**src/rtl/bcd_ascii_tx.sv**
```systemverilog
// bcd_ascii_tx: prints an 8-bit value as ASCII decimal digits (optional CR/LF) on an 8N1 line.
module bcd_ascii_tx #(
  parameter int BAUD_DIV_0 = 5208,
  parameter int BAUD_DIV_1 = 2604,
  parameter int BAUD_DIV_2 = 868,
  parameter int BAUD_DIV_3 = 434,
  parameter int LZB = 1,
  parameter int CRLF = 1
) (
  input  logic       src_clk,
  input  logic       rst,
  input  logic [1:0] baud_sel,
  input  logic       start,
  input  logic [7:0] data,
  output logic       tx,
  output logic       busy,
  output logic       done
);
  typedef enum logic [2:0] {S_IDLE, S_CONV, S_LOAD, S_START, S_DATA, S_STOP, S_FIN} state_t;
  state_t state_q, state_d;
  logic [19:0] sr_q;
  logic [1:0] sel_q;
  logic [2:0] nb_q, idx_q, e;
  logic [12:0] bc_q, div;
  logic [8:0] fr_q;
  logic tx_q, acc, bit_end, last;
  logic [3:0] h, t, o, t_adj, o_adj;
  logic [7:0] ch;
  assign h = sr_q[19:16];
  assign t = sr_q[15:12];
  assign o = sr_q[11:8];
  assign tx = tx_q;
  // hundreds never exceeds 2 while converting, so only tens and ones need the add-3
  assign t_adj = t >= 4'd5 ? t + 4'd3 : t;
  assign o_adj = o >= 4'd5 ? o + 4'd3 : o;
  always_comb begin
    div = sel_q == 2'd0 ? 13'(BAUD_DIV_0 - 1) :
          sel_q == 2'd1 ? 13'(BAUD_DIV_1 - 1) :
          sel_q == 2'd2 ? 13'(BAUD_DIV_2 - 1) : 13'(BAUD_DIV_3 - 1);
    acc = start && (state_q == S_IDLE || state_q == S_FIN);
    bit_end = bc_q == 13'd0;
    last = idx_q == (CRLF != 0 ? 3'd5 : 3'd3);
    e = idx_q;
    if (LZB != 0 && e == 3'd0 && h == 4'd0) e = 3'd1;
    if (LZB != 0 && e == 3'd1 && h == 4'd0 && t == 4'd0) e = 3'd2;
    ch = e == 3'd0 ? {4'h3, h} : e == 3'd1 ? {4'h3, t} : e == 3'd2 ? {4'h3, o} :
         e == 3'd3 ? 8'h0D : 8'h0A;
  end
  always_ff @(posedge src_clk or posedge rst)
    if (rst) state_q <= S_IDLE;
    else state_q <= state_d;
  always_comb begin
    state_d = state_q;
    case (state_q)
      S_IDLE, S_FIN: state_d = acc ? S_CONV : S_IDLE;
      S_CONV: state_d = nb_q == 3'd7 ? S_LOAD : S_CONV;
      S_LOAD: state_d = S_START;
      S_START: state_d = bit_end ? S_DATA : S_START;
      S_DATA: state_d = bit_end && nb_q == 3'd7 ? S_STOP : S_DATA;
      S_STOP: state_d = bit_end ? (last ? S_FIN : S_LOAD) : S_STOP;
      default: state_d = S_IDLE;
    endcase
  end
  always_comb begin
    busy = state_q != S_IDLE && state_q != S_FIN;
    done = state_q == S_FIN;
  end
  always_ff @(posedge src_clk or posedge rst)
    if (rst) begin
      sr_q <= '0;
      sel_q <= '0;
      nb_q <= '0;
      idx_q <= '0;
      bc_q <= '0;
      fr_q <= '0;
      tx_q <= 1'b1;
    end else begin
      case (state_q)
        S_IDLE, S_FIN:
          if (acc) begin
            sr_q <= {12'd0, data};
            sel_q <= baud_sel;
            nb_q <= '0;
            idx_q <= '0;
          end
        S_CONV: begin
          sr_q <= {h[2:0], t_adj, o_adj, sr_q[7:0], 1'b0};
          nb_q <= nb_q + 3'd1;
        end
        S_LOAD: begin
          fr_q <= {1'b1, ch};
          tx_q <= 1'b0;
          bc_q <= div;
          nb_q <= '0;
          idx_q <= e + 3'd1;
        end
        default:
          if (bit_end) begin
            tx_q <= fr_q[0];
            fr_q <= {1'b1, fr_q[8:1]};
            bc_q <= div;
            if (state_q == S_DATA) nb_q <= nb_q + 3'd1;
          end else bc_q <= bc_q - 13'd1;
      endcase
    end
endmodule

```
**config.mk**
```make
export PLATFORM = sky130hd
export DESIGN_NAME = bcd_ascii_tx
export DESIGN_NICKNAME = d
export VERILOG_FILES = /design/src/rtl/bcd_ascii_tx.sv
export SDC_FILE = /design/constraint.sdc
export NUM_CORES = 1
export LEC_CHECK = 0
export BUFFER_PORTS_ARGS = -buffer_cell sky130_fd_sc_hd__buf_4
export CAP_MARGIN = 30
export CELL_PAD_IN_SITES_DETAIL_PLACEMENT = 1
export CELL_PAD_IN_SITES_GLOBAL_PLACEMENT = 1
export CORE_MARGIN = 3
export CORE_UTILIZATION = 51
export CTS_CLUSTER_DIAMETER = 120
export DETAILED_ROUTE_END_ITERATION = 16
export PLACE_DENSITY = 0.83
export SLEW_MARGIN = 40
export SYNTH_ARGS = -nofsm -noshare
export SYNTH_HDL_FRONTEND = slang
export SYNTH_SLANG_ARGS = --single-unit
```
**constraint.sdc**
```tcl
create_clock -name src_clk -period 6.1 [get_ports src_clk]
set_clock_uncertainty 0.1 [all_clocks]
set_input_delay 1.22 -clock src_clk [delete_from_list [all_inputs] [get_ports src_clk]]
set_output_delay 1.22 -clock src_clk [all_outputs]
set_load 0.05 [all_outputs]
```
==> run metrics <==
post-CTS sizing=0; Min-Delay Path Class=reg2reg; post-synth top area share=0.385; die height=88.2 µm; sequential share of the synthesized area=0.393; GPL Wtd Cong=0.817; layout cells sized above 1=0.0993; clock buffer depth=2; CP arrival=1.96 ns; via count=3011; maxcap violations=0; Distinct cells, synth=58; Worst-Margin Slew=about 0.8 ns; VDD IR-drop max=0.214 mV; Detailed Place HPWL=6430 µm; root buffer cell=clkbuf_8; Setup WS post-layout=about 2.8 ns; Num CTS Buffers=5; Register Area=1350 µm²; Yosys top cell by area=dfrtp_1; Post-Syn Area=3450 µm²; ys flop type=dfrtp_1; DRC violations left=0; final net count=433; die footprint=a little under 8000 µm²; DR iter-0 viols=185; Hold Path Cell Cnt=1; total grt overflow=0; # rows=29; EDFF count, synth=0; Overall Global Routing Usage=0.251; # hold bufs at CTS=0; final wirelength=9170 µm; largest net degree at the start of global routing=55; max-slew violation count=0; min Tclk post-route=approximately 3.3 ns; P&R area growth vs syn=7.12%; syn_area_per_cell=between 8 and 9 µm²; Tcrit/Tclk final=0.538; Initial Utilization=0.534; Core ar.=6460 µm²; Post-CTS Setup Bufs=0; fmax=between 300 and 400 MHz; power per cell area=497 nW/µm²; Setup CP Type=reg2out; RSZ-0062 raised after global routing=no; worst reg2reg path startpoint=bc_q[0]$_DFFE_PP0P_; Setup WS pre-CTS=approximately 3.1 ns; Mapped Cells=403; most common cell after layout, fill and taps aside=dfrtp_1; WL/cell=19.1 µm; Diodes inserted=0; Worst-path clk slew=around 0.10 ns; # IOs=16; area of the multi-input gates=1890 µm²; CP Launch Type=flop; worst r2r path cells=7; Clk Latency, worst-skew pair=0.32 ns; crit path launch=state_q[2]$_DFF_PP0_; CTS Sinks=54; first-pass GRT wire length=15300 µm; synth warn=0; CP Data Required Time=4.78 ns; FILL cells=774; CTS tree=yes; Lkg Pwr=roughly 1.6 nW; routed vias/inst=between 6 and 7; syn nets=434; Synth area leaders=dfrtp_1 (38%), ha_1 (6.5%), o21ai_0 (5.2%), nand2_1 (4.9%), a21oi_1 (4.1%); Initial DRT Pass Iterations=4; Max-slew headroom=0.470; DRT antenna net count=0; Setup crit end kind=output pin; outcome=finished, final reports clean; final hold vios=0; most frequent cells in the layout=dfrtp_1 (53), nand2_1 (45), o21ai_0 (36); Critical Path Fanout Max=23; H-tree Lvls=2; flops & latches, synth=54; Final Setup Violations=0; Setup TNS Final=0 ns; vias in the first global route=3086; Design Power=1.84 mW; PortBufs=15; initial antenna violation count=0; hold_sp=fr_q[8]$_DFFE_PP0P_; Die W=between 80 and 90 µm; Async SR Flop Fraction=1.00
sequential cells by signal, summed over array words and instances (netlist names):
register / flops
sr_q: 20
bc_q: 13
fr_q: 9
idx_q: 3
nb_q: 3
state_q: 3
sel_q: 2
tx: 1
worst paths after layout:
path,endpoint,slack (ns)
hold reg to reg,fr_q[8]$_DFFE_PP0P_,0.38
hold / removal,fr_q[8]$_DFFE_PP0P_,0.38
setup / recovery,busy,2.82
min in group asynchronous,sr_q[2]$_DFFE_PP0P_,0.99
setup reg to reg,fr_q[0]$_DFFE_PP0P_,3.05
max in group asynchronous,nb_q[1]$_DFFE_PP0P_,4.43
per-layer routing:
metal,up-vias,wire length (µm),track usage
li1,1452,-,-
met1,1502,4050,0.323
met2,44,4720,0.443
met3,13,238,0.0376
met4,0,161,0.0632
met5,-,0,0
logic make-up (layout without fill, tap and decap cells):
group	Yosys count	in the layout	synth area share
flops	54	54	0.393
buf+inv	52	52	0.0614
mux	12	12	0.0349
simple gates	131	131	0.183
compound gates	132	132	0.253
xor+xnor	4	4	0.0102
fa+ha+maj	18	18	0.0654
critical path, stage by stage (launching register included):
cell,delay (ns)
dfrtp_1,0.79
nor2b_1,0.50
or3_1,0.18
buf_4,0.19
where the power goes:
group	total [mW]	switching, mW	internal [mW]	leakage, nW
logic	0.898	0.524	0.374	0.857
registers	0.696	0.185	0.512	0.648
clock network	0.241	0.126	0.115	0.0575
area by class of cell:
cell class              instances  area share
multi-input cells             297       0.513
clock buffers                   8      0.0298
inverters                      24      0.0244
repair buffers                 20      0.0407
well taps                      77      0.0261
flip-flops and latches         54       0.366
metrics by stage:
stage | util | hold WS (ns) | std cells | area, µm²
3_5_place_dp | 0.554 | 0.365 | 472 | 3580
2_1_floorplan | - | 0.336 | 403 | 3450
3_3_place_gp | 0.554 | 0.351 | 472 | 3580
6_report | 0.571 | 0.380 | 480 | 3690
4_1_cts | 0.571 | 0.388 | 480 | 3690
5_1_grt | 0.571 | 0.404 | 480 | 3690
Yosys cell counts (all sizes together) (3+ instances only):
cell type,count
dfrtp,53
nand2,45
o21ai,37
nor2,34
a21oi,28
inv,24
clkbuf,23
ha,18
mux2i,12
o22ai,9
nor3,8
o31ai,7
a221oi,5
a22o,5
a31oi,5
buf,5
nand2b,5
nand3,5
nor2b,5
or2,5
or3,5
a211oi,4
a32o,4
and2,4
nor4,4
o32ai,4
a221o,3
nor4b,3
o221ai,3
xnor2,3
No activity file was read; power rests on OpenSTA's default activity.
